### src/rtl/bit_chunk_tracker.sv
// Accumulates per-cycle bit advances into word-sized chunks and queues closed-chunk records.
// Latency: a record pushed at edge N is presented (out_valid=1) right after edge N, first-word-fall-through.
// Backpressure: records wait in a DEPTH-entry FIFO; a record arriving while full with no pop is dropped and sets overflow.

module bct_fifo #(
   parameter int W     = 8,
   parameter int DEPTH = 4,
   parameter int LVL_W = $clog2(DEPTH + 1)
) (
   input  logic             clk,
   input  logic             rst,
   input  logic             push,
   input  logic [W-1:0]     push_dat,
   input  logic             pop,
   output logic [W-1:0]     head_dat,
   output logic [LVL_W-1:0] level,
   output logic             dropped
);
   localparam int IDX_W = $clog2(DEPTH);

   logic [W-1:0]     mem [DEPTH];
   logic [IDX_W-1:0] wr_ptr;
   logic [IDX_W-1:0] rd_ptr;
   logic             do_push;
   logic             do_pop;

   // A full FIFO still accepts a push when the head leaves in the same cycle.
   always_comb begin
      do_pop   = pop & (level != '0);
      do_push  = push & ((level != LVL_W'(DEPTH)) | do_pop);
      dropped  = push & ~do_push;
      head_dat = mem[rd_ptr];
   end

   // Storage is not reset; the level counter alone decides what is valid.
   always_ff @(posedge clk) begin
      if (do_push) begin
         mem[wr_ptr] <= push_dat;
      end
   end

   // Pointer and occupancy bookkeeping; pointers wrap at DEPTH, which need not be a power of two.
   always_ff @(posedge clk) begin
      if (!rst) begin
         wr_ptr <= '0;
         rd_ptr <= '0;
         level  <= '0;
      end else begin
         if (do_push) begin
            wr_ptr <= (wr_ptr == IDX_W'(DEPTH - 1)) ? '0 : wr_ptr + 1'b1;
         end
         if (do_pop) begin
            rd_ptr <= (rd_ptr == IDX_W'(DEPTH - 1)) ? '0 : rd_ptr + 1'b1;
         end
         case ({do_push, do_pop})
            2'b10:   level <= level + 1'b1;
            2'b01:   level <= level - 1'b1;
            default: level <= level;
         endcase
      end
   end
endmodule

module bit_chunk_tracker #(
   parameter int WORD_W = 64,
   parameter int ADV_W  = 5,
   parameter int ALIGN  = 8,
   parameter int DEPTH  = 4,
   parameter int ACC_W  = $clog2(WORD_W) + 1
) (
   input  logic                       clk,
   input  logic                       rst,
   input  logic                       clk_en,
   input  logic [ADV_W-1:0]           advance,
   input  logic                       align,
   input  logic                       seg_start,
   input  logic                       start_loc,
   input  logic                       mark_in,
   input  logic                       flush,
   input  logic                       out_ready,
   output logic                       out_valid,
   output logic [ACC_W-1:0]           out_cnt,
   output logic                       out_first,
   output logic                       out_mark,
   output logic                       out_last,
   output logic [$clog2(DEPTH+1)-1:0] fill_level,
   output logic                       overflow
);
   localparam int PH_W  = (ALIGN > 1) ? $clog2(ALIGN) : 1;
   localparam int LVL_W = $clog2(DEPTH + 1);

   typedef struct packed {
      logic [ACC_W-1:0] cnt;
      logic             first;
      logic             mark;
      logic             last;
   } rec_t;

   logic [ACC_W-1:0] acc;
   logic [PH_W-1:0]  phase;
   logic             first_reg;
   logic             mark_reg;

   logic [ACC_W-1:0] adv_ext;
   logic [ACC_W-1:0] pad;
   logic [ACC_W-1:0] inc;
   logic [ACC_W-1:0] acc_nxt;
   logic [PH_W-1:0]  phase_nxt;
   logic             rec_gen;
   rec_t             rec;
   rec_t             head;
   logic             push;
   logic             pop;
   logic             dropped;

   // Chunk-close decision: segment start beats flush beats word fill; a filled
   // chunk is only closed the cycle after the registered count reaches WORD_W.
   always_comb begin
      adv_ext   = ACC_W'(advance);
      pad       = ACC_W'(ALIGN) - ACC_W'(phase);
      inc       = align ? pad : adv_ext;
      phase_nxt = PH_W'((ACC_W'(phase) + adv_ext) & ACC_W'(ALIGN - 1));
      rec.cnt   = acc;
      rec.first = first_reg;
      rec.mark  = mark_reg;
      rec.last  = 1'b0;
      rec_gen   = 1'b0;
      acc_nxt   = acc + inc;
      if (seg_start) begin
         // The boundary bit itself opens the new chunk when start_loc is set.
         rec.cnt = start_loc ? (acc + adv_ext - ACC_W'(1)) : acc;
         acc_nxt = start_loc ? ACC_W'(1) : adv_ext;
         rec_gen = 1'b1;
      end else if (flush) begin
         rec.cnt  = acc + inc;
         rec.last = 1'b1;
         acc_nxt  = '0;
         rec_gen  = (rec.cnt != '0);
      end else if (acc >= ACC_W'(WORD_W)) begin
         acc_nxt = inc;
         rec_gen = 1'b1;
      end
      push = clk_en & rec_gen;
      pop  = out_valid & out_ready;
   end

   // Input-side state only moves on enabled cycles; flags raised in a close cycle carry into the next chunk.
   always_ff @(posedge clk) begin
      if (!rst) begin
         acc       <= '0;
         phase     <= '0;
         first_reg <= 1'b0;
         mark_reg  <= 1'b0;
      end else if (clk_en) begin
         acc       <= acc_nxt;
         phase     <= align ? '0 : phase_nxt;
         first_reg <= seg_start | (first_reg & ~rec_gen);
         mark_reg  <= mark_in | (mark_reg & ~rec_gen);
      end
   end

   // Sticky drop indicator, cleared only by reset.
   always_ff @(posedge clk) begin
      if (!rst) begin
         overflow <= 1'b0;
      end else if (dropped) begin
         overflow <= 1'b1;
      end
   end

   bct_fifo #(
      .W     ($bits(rec_t)),
      .DEPTH (DEPTH),
      .LVL_W (LVL_W)
   ) u_fifo (
      .clk      (clk),
      .rst      (rst),
      .push     (push),
      .push_dat (rec),
      .pop      (pop),
      .head_dat (head),
      .level    (fill_level),
      .dropped  (dropped)
   );

   // Record fields read as zero whenever nothing is queued.
   always_comb begin
      out_valid = (fill_level != '0);
      out_cnt   = out_valid ? head.cnt   : '0;
      out_first = out_valid & head.first;
      out_mark  = out_valid & head.mark;
      out_last  = out_valid & head.last;
   end
endmodule
### config.mk
export PLATFORM = sky130hd
export DESIGN_NAME = bit_chunk_tracker
export DESIGN_NICKNAME = d
export VERILOG_FILES = /design/src/rtl/bit_chunk_tracker.sv
export SDC_FILE = /design/constraint.sdc
export NUM_CORES = 1
export LEC_CHECK = 0
export ABC_AREA = 0
export BUFFER_PORTS_ARGS = -buffer_cell sky130_fd_sc_hd__buf_2
export CAP_MARGIN = 5
export CORE_MARGIN = 4
export CORE_UTILIZATION = 45
export DETAILED_ROUTE_END_ITERATION = 7
export PLACE_DENSITY_LB_ADDON = 0.08
export SLEW_MARGIN = 20
export SYNTH_ARGS = -nofsm -noshare
export SYNTH_HDL_FRONTEND = slang
export SYNTH_SLANG_ARGS = --single-unit
### constraint.sdc
create_clock -name clk -period 5.25 [get_ports clk]
set_input_delay 0.2625 -clock clk [delete_from_list [all_inputs] [get_ports clk]]
set_output_delay 0.2625 -clock clk [all_outputs]
set_load 0.005 [all_outputs]
# After elaboration in Yosys (flattened, before gate mapping)
# Memories as Yosys holds them, arrays and structs flattened. A register that Yosys moved wholly into a read port is not among the register bits.
# Cells that the tools add are included.
[classes]
n_addsub = 9
order_cmp = 1
eq_ne = 5
mux = 22
bitwise = 15
reduce_logical = 3
[ops]
columns = ["operator", "count"]
rows = [
  ["7-bit 2-to-1 mux", 8],
  ["1-bit bitwise AND", 10],
  ["2-bit 2-to-1 mux", 4],
  ["7-bit by 5-bit adder with 7-bit output", 1],
  ["7-bit adder", 1],
  ["7-bit greater-or-equal comparator (second input constant)", 1],
  ["1-bit 2-to-1 mux", 7],
  ["7-bit nonzero test", 1],
  ["7-bit by 1-bit subtractor with 7-bit output (second input constant)", 1],
  ["2-bit == test (second input constant)", 3],
  ["3-bit case mux with 2 select lines", 1],
  ["5-bit 2-to-1 mux", 1],
  ["4-bit by 3-bit subtractor with 5-bit output (first input constant)", 1],
  ["2-bit by 1-bit adder with 2-bit output (second input constant)", 2],
  ["3-bit by 1-bit adder with 3-bit output (second input constant)", 1],
  ["3-bit adder", 1],
  ["3-bit 2-to-1 mux", 1],
  ["3-bit inequality test (second input constant)", 1],
  ["1-bit bitwise OR", 3],
  ["3-bit nonzero test", 1],
  ["3-bit by 1-bit subtractor with 3-bit output (second input constant)", 1],
  ["2-bit by 1-bit == test with 1-bit output (second input constant)", 1],
  ["1-bit inverter", 2],
  ["2-bit nonzero test", 1],
]
[totals]
regBits = 20
mem_bits_rw = 40
inputBits = 14
wordCells = 64
n_memories = 1
[mem_list]
columns = ["memory", "depth", "width", "read_ports", "rd_ports_with_merged_regs", "wr", "line", "rtl"]
rows = [
  ["u_fifo.mem", 4, 10, 1, 1, 1, "21", "logic [W-1:0] mem [DEPTH];"],
]

# Longest topological paths before layout
[logic_depth]
word_depth = 10
depth_mapped = 18
ltp_nobuf = 18

# Modules after synthesis
# Synthesis repeated with hierarchy kept, for this count alone.
[hier_totals]
hier_cells = 325
hier_area_um2 = 3594.7
[modules_own_cells]
columns = ["mod", "n_inst", "cells_per_inst", "area_each_um2"]
rows = [
  ["bct_fifo", 1, 115, 1993.2],
  ["bit_chunk_tracker", 1, 210, 1601.5],
]

# Worst setup path after synthesis
# No wires, ideal clock.
[synth_path]
kind = "register to register"
startpoint = "register phase[1]"
endpoint = "register u_fifo.level[2]"
t_arrival_ns = 3.647
required_time_ns = 5.179
slack_ns = 1.533
path_stages_with_launch = 18
path_buffers = 0
period_less_slack_ns = 3.717
cell_sequence = "dfxtp_1 -> inv_1 -> ha_1 -> nand2_1 -> o21ai_0 -> fa_1 -> a21oi_1 -> o22a_1 -> o21ai_0 -> o41a_1 -> o211a_4 -> inv_2 -> ha_1 -> inv_1 -> fa_1 -> xor2_1 -> or3_1 -> a21oi_1"
[synth_via]
elab_chain_cells = 10
elab_cells_between_ends = 12
cone_classes = "2 x add/sub; 2 x eq/ne; 4 x mux; 2 x bitwise; 2 x reduce/logical"
[synth_rtl]
columns = ["item", "line", "rtl"]
rows = [
  ["start, declared", "100", "logic [PH_W-1:0] phase;"],
  ["start signal, assigned", "156", "phase <= align ? '0 : phase_nxt;"],
  ["4-bit by 3-bit subtractor with 5-bit output *", "120", "pad = ACC_W'(ALIGN) - ACC_W'(phase);"],
  ["7-bit 2-to-1 mux *", "121", "inc = align ? pad : adv_ext;"],
  ["7-bit adder *", "135", "rec.cnt = acc + inc;"],
  ["7-bit nonzero test *", "138", "rec_gen = (rec.cnt != '0);"],
  ["1-bit 2-to-1 mux *", "134", "end else if (flush) begin"],
  ["1-bit 2-to-1 mux *", "129", "if (seg_start) begin"],
  ["1-bit bitwise AND *", "143", "push = clk_en & rec_gen;"],
  ["1-bit bitwise AND *", "30", "do_push = push & ((level != LVL_W'(DEPTH)) | do_pop);"],
  ["2-bit by 1-bit == test with 1-bit output / 2-bit == test (equally long branches)", "55", "case ({do_push, do_pop})"],
  ["3-bit case mux with 2 select lines / 2-bit nonzero test (equally long branches)", "--", ""],
  ["end signal, assigned", "56", "2'b10: level <= level + 1'b1;"],
  ["end signal, assigned", "57", "2'b01: level <= level - 1'b1;"],
  ["end signal, assigned", "58", "default: level <= level;"],
  ["end, declared", "16", "output logic [LVL_W-1:0] level,"],
]
# Mark *: on every way between the ends. The rest lies on a longest branch, timed or not.
# A chain may end at the register's enable or synchronous reset.

# Worst setup path in the final report
# Ends and elaborated chain as after synthesis.

==> metrics.md <==
| Metric | Value |
|---|---|
| Die H | `roughly 95 um` |
| RSZ-0062 raised after global routing | `no` |
| Vias in the first global route | `around 2.4k` |
| Commonest non-fill, non-tap cell in the layout | `edfxtp_1` |
| CTS buffer count | `9` |
| Crit path arrival time | `between 4000 and 5000 ps` |
| Crit path kind | `flip-flop to flip-flop` |
| Vias per cell | `between 5 and 6` |
| Synth area leaders | `edfxtp_1, dfxtp_1, ha_1` |
| Max Fclk | `between 200 and 250 MHz` |
| Post-synth top area cell | `edfxtp_1` |
| Remaining global-route overflow | `0` |
| Initial antenna violation count | `0` |
| IO buf count | `28` |
| Static leakage | `0.00153 uW` |
| Syn_nets | `347` |
| Post-synth EDFFs | `40` |
| CP Launch Type | `flip-flop` |
| 1st-pass router iterations | `4` |
| Hold_buf cts | `0` |
| Final worst setup slack | `~1200 ps` |
| Clock slew at reported path FFs | `around 70 ps` |
| WHS Path Cells | `3` |
| Cell Area, Synth | `~3400 sq um` |
| Tot GR Track Use | `0.175` |
| Placed Instances | `422` |
| Met1 WL | `roughly 3000 um` |
| R2r worst-path depth | `17` |
| Register area share after synthesis | `0.485` |
| Storage cell area | `about 1600 sq um` |
| Fin nets | `approximately 380` |
| Routed len/inst | `16.3 um` |
| Tcrit/Tclk final | `0.769` |
| Post-Layout Cell Count | `between 400 and 500` |
| Worst vdd ir | `roughly 0.15 mV` |
| Clk_skew | `about 6.7 ps` |
| Ys flop type | `edfxtp_1` |
| Post-CTS Setup Inserts | `0` |
| First-pass GRT wire length | `~12000 um` |
| CP required | `5520 ps` |
| Fillers | `between 700 and 800` |
| Clock Latency Late Sink | `330 ps` |
| Status | `completed` |
| Multi-input logic area | `around 1600 sq um` |
| Initial Util | `0.464` |
| WL final | `7140 um` |
| Biggest register | `u_fifo.mem` |
| Worst min path class | `input port to flip-flop` |
| Largest net degree at the start of global routing | `18` |
| Yosys cell types | `50` |
| Synthesized area per cell | `around 11 sq um` |
| YS warnings | `0` |
| Slowest CP cell | `fa_1` |
| IO Pins | `29` |
| Synth Register Bits | `62` |
| Buf/Inv on CP | `3` |
| Worst Path Max Fanout | `7` |
| WP depth | `17` |
| Post-DP HPWL | `~5200 um` |
| Fin util | `0.524` |
| Syn Inst Count | `a little over 300` |
| Max reg flops | `40` |
| Bufs on Longest Clock Path | `2` |
| TritonCTS clock tree | `done` |
| Yosys top cell area share | `0.355` |
| Critical Path Max Stage Delay | `about 500 ps` |
| Antenna fix cells | `0` |
| Syn-to-layout area delta | `12.7%` |
| Cells resized by post-CTS repair | `0` |
| Sink Count | `62` |
| Crit path time final | `roughly 4000 ps` |
| FP Rows | `31` |
| Post-route DRC | `0` |
| Via count | `between 2k and 2.5k` |
| TNS Setup | `0 ps` |
| Commonest non-fill, non-tap cells in the layout | `edfxtp_1, inv_1, buf_2` |
| Dpl ws | `about 1200 ps` |
| Final hold vios | `0` |
| Fraction of layout cells with a size suffix above 1 | `0.180` |
| Critical Path End Type | `flip-flop` |
| Final GP Congestion | `between 0.8 and 0.9` |
| DIE AREA | `~9000 sq um` |
| Pwr Total | `~1500 uW` |
| Max-slew violations | `0` |
| Tightest Pin Transition | `about 800 ps` |
| Total core area | `around 7300 sq um` |
| Rel. slew slack | `0.454` |
| DIE WIDTH | `about 95 um` |
| Async SR Flop Fraction | `0` |
| Top Metal Used | `met4` |
| Crit-path leading delay family | `compound AO/OA/AOI/OAI gates` |
| Root buf cell | `clkbuf_8` |
| Antenna-violating nets left | `0` |
| CTS HTree Levels | `3` |
| Regs by FF count | `u_fifo.mem: 40 flops, acc: 7 flops` |
| Routed wire length on met2 | `between 3000 and 4000 um` |
| CP Cell Sequence | `inv_1 -> ha_1 -> nand2_1 -> o21ai_0 -> fa_1 -> a21oi_1 -> o22a_1 -> o21ai_0 -> o41a_1 -> o211a_4 -> inv_2 -> ha_1 -> inv_1 -> fa_1 -> xor2_1 -> or3_1 -> a21oi_1` |
| Pwr dens | `between 300 and 400 nW/um^2` |
| # setup viols final | `0` |
| DRT iter0 DRCs | `between 80 and 90` |
| Met3 Wirelength | `around 500 um` |
| Number of max-cap violations | `0` |
## logic make-up after synthesis
logic type | share of synthesized area
buf+inv | 0.0558
simple gates | 0.116
flops | 0.485
mux | 0.0813
xor+xnor | 0.0285
fa+ha+maj | 0.109
compound gates | 0.125
## worst paths after layout
path / start / end / slack (ps)
min reg2reg: overflow / overflow / 480
max reg2reg: phase[1] / u_fifo.level[2] / 1210
max: phase[1] / u_fifo.level[2] / 1210
min: mark_in / mark_reg / 170
## metal layers
| metal | GRT usage | vias up |
|---|---|---|
| met3 | 0.0390 | 10 |
| met4 | 0.0709 | 0 |
| met5 | 0 | - |
| li1 | - | 1159 |
| met2 | 0.293 | 71 |
| met1 | 0.220 | 1106 |
## tightest hold or removal path: stages
cell and delay, ps:
buf_2 70, nand3_1 60, o21ai_1 70
## through the flow
stage,instance area (sq um),hold slack (ps)
after CTS,3820,154
after detailed placement,3600,463
after global placement,3600,460
final,3820,170
after global routing,3820,169
after floorplan,3390,408
## area by class of cell
| cell class | instances | area share |
|---|---|---|
| clock inverter | 6 | 0.0226 |
| multi-input combinational | 195 | 0.407 |
| inverter | 38 | 0.0374 |
| clock buffer | 10 | 0.0334 |
| sequential | 62 | 0.430 |
| timing repair buffer | 28 | 0.0367 |
| tap | 99 | 0.0324 |
## where the power goes
group          switching [uW]  total, uW  internal [uW]
logic                     207        407            200
registers                46.7        621            574
clock network             188        454            267
## Yosys cell counts, types with 2 or more instances
cell type   n
and2_1     15
nand2_1    24
xor2_1      6
nor2_1     19
o22ai_1     2
or3_1       4
inv_2       4
ha_1       23
a31oi_1     2
edfxtp_1   40
mux4_2     10
nor3_1      6
o21ai_0    11
o221ai_1    3
a21oi_1    16
o21bai_1    2
mux2i_1     5
clkbuf_1    8
nand3b_1    2
a21o_1      3
o21ai_1     2
xnor2_1     5
nand3_1     4
inv_1      34
a221oi_1    6
fa_1        4
a211oi_1    2
dfxtp_1    22
No activity file was read; power rests on OpenSTA's default activity.
